===== src/rtl/uart_rx_frame_ctrl.sv =====
// uart_rx_frame_ctrl
//   Sits between the UART receiver and the system register file. It decodes
//   received bytes into write frames (CMD_WR, addr, data) and read frames
//   (CMD_RD, addr). It issues register-file write and read strobes and
//   returns read data to the UART transmitter. Frames are aborted on line
//   errors or on inter-byte timeout, and line errors are counted.
//
// Ports
//   CLK, RST        clock (posedge) and asynchronous active-low reset
//   RX_P_DATA       received byte
//   RX_D_VLD        one-cycle pulse per received byte
//   RX_PAR_ERR      parity error, qualified by RX_D_VLD
//   RX_STP_ERR      stop-bit error, qualified by RX_D_VLD
//   RF_WR_EN        one-cycle register-file write strobe
//   RF_RD_EN        one-cycle register-file read strobe
//   RF_ADDR         register-file address, held until the next address byte
//   RF_WR_DATA      register-file write data, held until the next data byte
//   RF_RD_DATA      register-file read data, qualified by RF_RD_VLD
//   RF_RD_VLD       read-data valid pulse
//   TX_P_DATA       byte handed to UART_TX
//   TX_D_VLD        one-cycle byte-valid pulse to UART_TX
//   TX_BUSY         UART_TX busy
//   ERR_CLR         synchronous clear of ERR_CNT
//   BUSY            high whenever the FSM is not idle
//   FRAME_ERR       one-cycle pulse on a frame abort or a dropped byte
//   ERR_CNT         saturating line-error counter
//   DBG_STATE       current FSM state encoding, for observation only
//
// Transmit handshake: TX_D_VLD is a single-cycle pulse issued only after a
// clock edge that sampled TX_BUSY low; while TX_BUSY stays high the byte is
// held in TX_P_DATA and the FSM waits without limit.
module uart_rx_frame_ctrl #(
   parameter int               width   = 8,
   parameter int               ADDR_W  = 4,
   parameter int               TIMEOUT = 1024,
   parameter logic [width-1:0] CMD_WR  = 8'hAA,
   parameter logic [width-1:0] CMD_RD  = 8'hBB
) (
   input  logic              CLK,
   input  logic              RST,
   input  logic [width-1:0]  RX_P_DATA,
   input  logic              RX_D_VLD,
   input  logic              RX_PAR_ERR,
   input  logic              RX_STP_ERR,
   output logic              RF_WR_EN,
   output logic              RF_RD_EN,
   output logic [ADDR_W-1:0] RF_ADDR,
   output logic [width-1:0]  RF_WR_DATA,
   input  logic [width-1:0]  RF_RD_DATA,
   input  logic              RF_RD_VLD,
   output logic [width-1:0]  TX_P_DATA,
   output logic              TX_D_VLD,
   input  logic              TX_BUSY,
   input  logic              ERR_CLR,
   output logic              BUSY,
   output logic              FRAME_ERR,
   output logic [7:0]        ERR_CNT,
   output logic [2:0]        DBG_STATE
);

   localparam int TW = $clog2(TIMEOUT);

   typedef enum logic [2:0] {
      IDLE    = 3'd0,
      WR_ADDR = 3'd1,
      WR_DATA = 3'd2,
      WR_EXEC = 3'd3,
      RD_ADDR = 3'd4,
      RD_EXEC = 3'd5,
      RD_WAIT = 3'd6,
      TX_SEND = 3'd7
   } state_t;

   state_t            state, state_nxt;
   logic [TW-1:0]     tcnt, tcnt_nxt;
   logic              valid_byte, err_byte, timed, expire;
   logic [ADDR_W-1:0] addr_nxt;
   logic [width-1:0]  wdata_nxt, txd_nxt;
   logic              frame_err_nxt, tx_vld_nxt;
   logic [7:0]        err_cnt_nxt;

   assign valid_byte = RX_D_VLD & ~RX_PAR_ERR & ~RX_STP_ERR;
   assign err_byte   = RX_D_VLD & (RX_PAR_ERR | RX_STP_ERR);
   assign timed      = (state == WR_ADDR) || (state == WR_DATA) ||
                       (state == RD_ADDR) || (state == RD_WAIT);
   // A valid byte landing on the expiry cycle restarts the count, so it wins.
   assign expire     = timed && (tcnt == TW'(TIMEOUT - 1)) && !valid_byte;
   assign DBG_STATE  = state;

   always_comb begin
      state_nxt     = state;
      addr_nxt      = RF_ADDR;
      wdata_nxt     = RF_WR_DATA;
      txd_nxt       = TX_P_DATA;
      frame_err_nxt = 1'b0;
      tx_vld_nxt    = 1'b0;
      case (state)
         IDLE: begin
            if (valid_byte) begin
               if (RX_P_DATA == CMD_WR)      state_nxt = WR_ADDR;
               else if (RX_P_DATA == CMD_RD) state_nxt = RD_ADDR;
               else                          frame_err_nxt = 1'b1;
            end
         end
         WR_ADDR, RD_ADDR: begin
            if (valid_byte) begin
               addr_nxt  = RX_P_DATA[ADDR_W-1:0];
               state_nxt = (state == WR_ADDR) ? WR_DATA : RD_EXEC;
            end else if (err_byte || expire) begin
               state_nxt     = IDLE;
               frame_err_nxt = 1'b1;
            end
         end
         WR_DATA: begin
            if (valid_byte) begin
               wdata_nxt = RX_P_DATA;
               state_nxt = WR_EXEC;
            end else if (err_byte || expire) begin
               state_nxt     = IDLE;
               frame_err_nxt = 1'b1;
            end
         end
         WR_EXEC: begin
            state_nxt     = IDLE;
            frame_err_nxt = RX_D_VLD;
         end
         RD_EXEC: begin
            state_nxt     = RD_WAIT;
            frame_err_nxt = RX_D_VLD;
         end
         RD_WAIT: begin
            frame_err_nxt = RX_D_VLD;
            if (RF_RD_VLD) begin
               txd_nxt   = RF_RD_DATA;
               state_nxt = TX_SEND;
            end else if (expire) begin
               state_nxt     = IDLE;
               frame_err_nxt = 1'b1;
            end
         end
         TX_SEND: begin
            frame_err_nxt = RX_D_VLD;
            if (!TX_BUSY) begin
               tx_vld_nxt = 1'b1;
               state_nxt  = IDLE;
            end
         end
         default: state_nxt = IDLE;
      endcase
   end

   always_comb begin
      tcnt_nxt = '0;
      if (state_nxt == state && timed && !valid_byte)
         tcnt_nxt = tcnt + TW'(1);
   end

   always_comb begin
      err_cnt_nxt = ERR_CNT;
      if (ERR_CLR)
         err_cnt_nxt = 8'h00;
      else if (err_byte && ERR_CNT != 8'hFF)
         err_cnt_nxt = ERR_CNT + 8'h01;
   end

   always_ff @(posedge CLK or negedge RST) begin
      if (!RST) begin
         state      <= IDLE;
         tcnt       <= '0;
         RF_WR_EN   <= 1'b0;
         RF_RD_EN   <= 1'b0;
         RF_ADDR    <= '0;
         RF_WR_DATA <= '0;
         TX_P_DATA  <= '0;
         TX_D_VLD   <= 1'b0;
         BUSY       <= 1'b0;
         FRAME_ERR  <= 1'b0;
         ERR_CNT    <= 8'h00;
      end else begin
         state      <= state_nxt;
         tcnt       <= tcnt_nxt;
         // Strobes are high exactly while the FSM sits in its execute state.
         RF_WR_EN   <= (state_nxt == WR_EXEC);
         RF_RD_EN   <= (state_nxt == RD_EXEC);
         RF_ADDR    <= addr_nxt;
         RF_WR_DATA <= wdata_nxt;
         TX_P_DATA  <= txd_nxt;
         TX_D_VLD   <= tx_vld_nxt;
         BUSY       <= (state_nxt != IDLE);
         FRAME_ERR  <= frame_err_nxt;
         ERR_CNT    <= err_cnt_nxt;
      end
   end

endmodule


===== config.mk =====
export PLATFORM = sky130hd
export DESIGN_NAME = uart_rx_frame_ctrl
export DESIGN_NICKNAME = d
export VERILOG_FILES = /design/src/rtl/uart_rx_frame_ctrl.sv
export SDC_FILE = /design/constraint.sdc
export NUM_CORES = 1
export LEC_CHECK = 0
export CAP_MARGIN = 0
export CORE_UTILIZATION = 43
export DETAILED_ROUTE_END_ITERATION = 16
export PLACE_DENSITY = 0.84
export REMOVE_ABC_BUFFERS = 1
export SLEW_MARGIN = 5
export SYNTH_ARGS = -nofsm -noshare
export SYNTH_HDL_FRONTEND = slang
export SYNTH_SLANG_ARGS = --single-unit

===== constraint.sdc =====
create_clock -name CLK -period 1.9 [get_ports CLK]
set_input_delay 0.285 -clock CLK [delete_from_list [all_inputs] [get_ports CLK]]
set_output_delay 0.285 -clock CLK [all_outputs]
set_load 0.1 [all_outputs]

==> results of run 1 <==
-- sequential cells by signal, indices dropped and copies added (netlist names) --
signal,flops
tcnt,10
ERR_CNT,8
RF_ADDR,4
BUSY,1
RF_WR_DATA,8
TX_D_VLD,1
TX_P_DATA,8
RF_WR_EN,1
RF_RD_EN,1
DBG_STATE,3
FRAME_ERR,1
-- report_power, final --
| group | leakage (nW) | switching, mW | internal (mW) |
|---|---|---|---|
| clock | 0.0514 | 0.330 | 0.393 |
| combinational | 0.877 | 2.09 | 0.785 |
| sequential | 0.612 | 0.130 | 1.20 |
| total | 1.54 | 2.55 | 2.38 |
-- final cells by class --
type	count	area [um^2]	area share
multi-input combinational	138	1145	0.3355
clock buffer	6	72.57	0.02127
clock inverter	2	37.54	0.01100
timing repair buffer	101	888.4	0.2604
sequential	46	1155	0.3385
tap	67	83.83	0.02457
inverter	8	30.03	0.008801
-- through the flow --
step	cell area (um^2)	util	setup TNS (ns)	instances
final	3412	0.7037	-0.4345	368
after global routing	3412	0.7037	-1.135	368
after CTS	3331	0.6870	-0.02194	368
after detailed placement	3137	0.6470	-7.908	359
after global placement	3137	0.6470	-7.268	359
after floorplan	2187	-	-14.24	192
-- cell usage in the layout (no fill, tap or decap), types with 4 or more instances in the layout --
cell type / count
sky130_fd_sc_hd__nand3_1: 7
sky130_fd_sc_hd__xnor2_1: 7
sky130_fd_sc_hd__clkbuf_8: 5
sky130_fd_sc_hd__buf_4: 68
sky130_fd_sc_hd__nor2_1: 20
sky130_fd_sc_hd__nor3_1: 5
sky130_fd_sc_hd__a21oi_1: 5
sky130_fd_sc_hd__clkdlybuf4s50_1: 20
sky130_fd_sc_hd__nand4_1: 6
sky130_fd_sc_hd__nand2_1: 9
sky130_fd_sc_hd__xor2_1: 8
sky130_fd_sc_hd__inv_1: 8
sky130_fd_sc_hd__mux2_2: 20
sky130_fd_sc_hd__dfrtp_1: 43
sky130_fd_sc_hd__buf_6: 4
sky130_fd_sc_hd__buf_12: 5
-- logic make-up (layout without fill, tap and decap cells) --
group,after synthesis,in the layout,share of synthesized area
AOI/OAI and AO/OA,26,26,0.09449
xor gates and xnor gates,15,15,0.05906
adders and majority gates,2,2,0.01125
buffers and inverters,14,117,0.03037
DFF,46,46,0.5174
muxes,22,22,0.1102
and+or+nand+nor,73,73,0.1772
-- worst max-delay path: stages (launching register included) --
cell	delay, ns
sky130_fd_sc_hd__dfrtp_2	0.47
sky130_fd_sc_hd__o21a_1	0.25
sky130_fd_sc_hd__nor3_4	0.39
sky130_fd_sc_hd__a31oi_4	0.17
sky130_fd_sc_hd__o311ai_4	0.35
sky130_fd_sc_hd__buf_6	0.16
sky130_fd_sc_hd__nor2_1	0.05
-- final timing paths --
check                              start  slack, ns             to
setup / recovery            DBG_STATE[1]      -0.06        tcnt[4]
hold / removal                       RST       0.37  RF_WR_DATA[3]
setup reg to reg            DBG_STATE[1]      -0.06        tcnt[4]
hold reg to reg            RF_WR_DATA[7]       0.51  RF_WR_DATA[7]
max in group asynchronous            RST       0.97        tcnt[6]
min in group CLK           RF_WR_DATA[7]       0.51  RF_WR_DATA[7]
-- timing repair --
item	in CTS	in global routing
setup endpoints to repair	16	15
gates cloned	0	0
pin swaps	2	6
hold buffers	1	0
resized for setup	16	20
endpoints found under the hold margin	9	0
-- layer usage --
layer	track usage	up-vias
met2	0.3788	55
met5	0	-
met1	0.2865	945
li1	-	913
met3	0.03978	15
met4	0.1026	0
==> run summary, run 1 <==
LOGIC SYNTHESIS
-----------------------------------------------------------------------------------------------
Count of flip-flops with a built-in enable after synthesis                                    0
Fraction of synthesized cell area taken by the top area cell type                        0.5174
Netlist area before placement                                                      0.002225 mm^2
Most frequent cells after synthesis                                                sky130_fd_sc_hd__dfrtp_1 (46), sky130_fd_sc_hd__nor2_1 (23), sky130_fd_sc_hd__mux2_2 (20)
YS warnings                                                                                   0
Most common cell in the netlist                                                    sky130_fd_sc_hd__dfrtp_1
Yosys top cell by area                                                             sky130_fd_sc_hd__dfrtp_1
Cell types occupying the most area after synthesis                                 sky130_fd_sc_hd__dfrtp_1 (52%), sky130_fd_sc_hd__mux2_2 (10%), sky130_fd_sc_hd__nor2_1 (3.9%)
Netlist cell types                                                                           49
Mean instance size in the synthesized netlist                                        11.24 um^2
Primary FF master, synth                                                           sky130_fd_sc_hd__dfrtp_1
Synthesized instance count                                                                  198
Post-synthesis async set-or-reset flop share                                              1.000
Number of register bits inferred by synthesis                                                46
Sequential element share of the synthesized area                                         0.5174

LAYOUT
-----------------------------------------------------------------------------------------------
Fraction of layout instances using a drive strength above 1                              0.4485
Area grow syn2layout                                                                     53.37%
Total of fill cells in the finished design                                                  353
Net count reported at finish                                                                326
Diode insertion count for antenna repair                                                      0

ROUTING
-----------------------------------------------------------------------------------------------
# DRC                                                                                         0
Via density                                                                               5.239
Iteration count of the initial detailed-routing pass                                          4
Post-DRT Antenna Nets                                                                         0
Detail Route met2 WL                                                                    2962 um
Vias                                                                                       1928
Total routed wirelength                                                                 5639 um
Post-Route M1 WL                                                                        2301 um
Met3 Routed Length                                                                       209 um
Average wire per cell in the routed design                                             15.32 um
DRC violation total after the first TritonRoute iteration                                    98
Uppermost signal routing layer after detailed routing                                      met4

POWER AND IR DROP
-----------------------------------------------------------------------------------------------
Power density over the cells                                                       1444 mW/mm^2
Final Power                                                                            4.927 mW
Pleak                                                                                  1.540 nW
Worst VDD drop                                                                         1.103 mV

CLOCK NETWORK
-----------------------------------------------------------------------------------------------
Clock input transition at the sequential cells of the worst setup and hold paths        0.09 ns
Clock root cell                                                                    sky130_fd_sc_hd__clkbuf_8
Number of buffers on the longest clock path                                                   2
Level count of the clock H-tree                                                               2
Post-CTS Setup Bufs                                                                           0
Number of clock sinks seen by CTS                                                            46
Latest clock arrival within the worst-skew pair                                         0.31 ns
TritonCTS clock tree                                                                      built
CTS Buf Count                                                                                 5

JOB
-----------------------------------------------------------------------------------------------
Number of max-cap violations                                                                  0

WORST SETUP PATH
-----------------------------------------------------------------------------------------------
WS Path Type                                                                       register to register
Worst-path fanout max                                                                         7
Crit path launch type                                                                  register
Crit path arrival time                                                                  2.14 ns
Worst r2r path cells                                                                          6
Required time at the endpoint of the critical path                                      2.08 ns
CP endpoint kind                                                                       register

WORST HOLD PATH
-----------------------------------------------------------------------------------------------
Tightest Hold Check Type                                                           primary input to async pin

FLOORPLANNING
-----------------------------------------------------------------------------------------------
I/O Pins                                                                                     60
Die height                                                                             73.93 um
Die Area                                                                           0.005465 mm^2
Placeable Area                                                                     0.004848 mm^2
Total number of placement rows                                                               25
Initial Util                                                                             0.4588
Width of the chip                                                                      73.93 um

TIMING
-----------------------------------------------------------------------------------------------
Post-route setup slack                                                              -0.05964 ns
Fmax                                                                                  510.3 MHz
Ratio of final minimum period to clock period                                             1.031
Clock skew                                                                           0.01323 ns
Relative slew slack                                                                      0.6799
Worst hold-check slack                                                                0.3737 ns
Number of hold violations in the final report                                                 0
Final number of setup-violating endpoints                                                    11
RSZ-0062 raised after global routing                                                        yes
Transition time at the pin with the least slew margin                                 0.4787 ns
Period minus WS final                                                                  1.960 ns
Final max-slew violation count                                                                0

OUTCOME
-----------------------------------------------------------------------------------------------
Result of the run                                                                  complete, but fails checks
Violations in the final reports                                                    setup timing

PLACEMENT
-----------------------------------------------------------------------------------------------
Number of input and output port buffers inserted                                             59
DP HPWL                                                                                 4092 um
Final GP Congestion                                                                      0.8253
Setup WS pre-CTS                                                                     -0.3902 ns

GLOBAL ROUTING
-----------------------------------------------------------------------------------------------
Vias in the first global route                                                             1944
Total global routing overflow                                                                 0
Pin count of the biggest net entering global routing                                         21
Antenna violations before repair                                                              0
First-pass GRT wire length                                                              9252 um
Global Route Usage Sum                                                                   0.2264

No activity file was read; power rests on OpenSTA's default activity.
==> run 2, diff against run 1 <==
--- a/config.mk
+++ b/config.mk
@@ -10,7 +10,7 @@
 export DETAILED_ROUTE_END_ITERATION = 16
 export PLACE_DENSITY = 0.84
 export REMOVE_ABC_BUFFERS = 1
-export SLEW_MARGIN = 5
+export SLEW_MARGIN = 20
 export SYNTH_ARGS = -nofsm -noshare
 export SYNTH_HDL_FRONTEND = slang
 export SYNTH_SLANG_ARGS = --single-unit
==> results of run 2 <==
Final layout, timing and power as in run 1 (identical DEF).
==> run 3, diff against run 2 <==
--- a/config.mk
+++ b/config.mk
@@ -5,12 +5,11 @@
 export SDC_FILE = /design/constraint.sdc
 export NUM_CORES = 1
 export LEC_CHECK = 0
-export CAP_MARGIN = 0
 export CORE_UTILIZATION = 43
+export CTS_CLUSTER_DIAMETER = 60
 export DETAILED_ROUTE_END_ITERATION = 16
 export PLACE_DENSITY = 0.84
 export REMOVE_ABC_BUFFERS = 1
-export SLEW_MARGIN = 20
 export SYNTH_ARGS = -nofsm -noshare
 export SYNTH_HDL_FRONTEND = slang
 export SYNTH_SLANG_ARGS = --single-unit
==> results of run 3 <==
Final layout, timing and power as in run 1 (identical DEF).
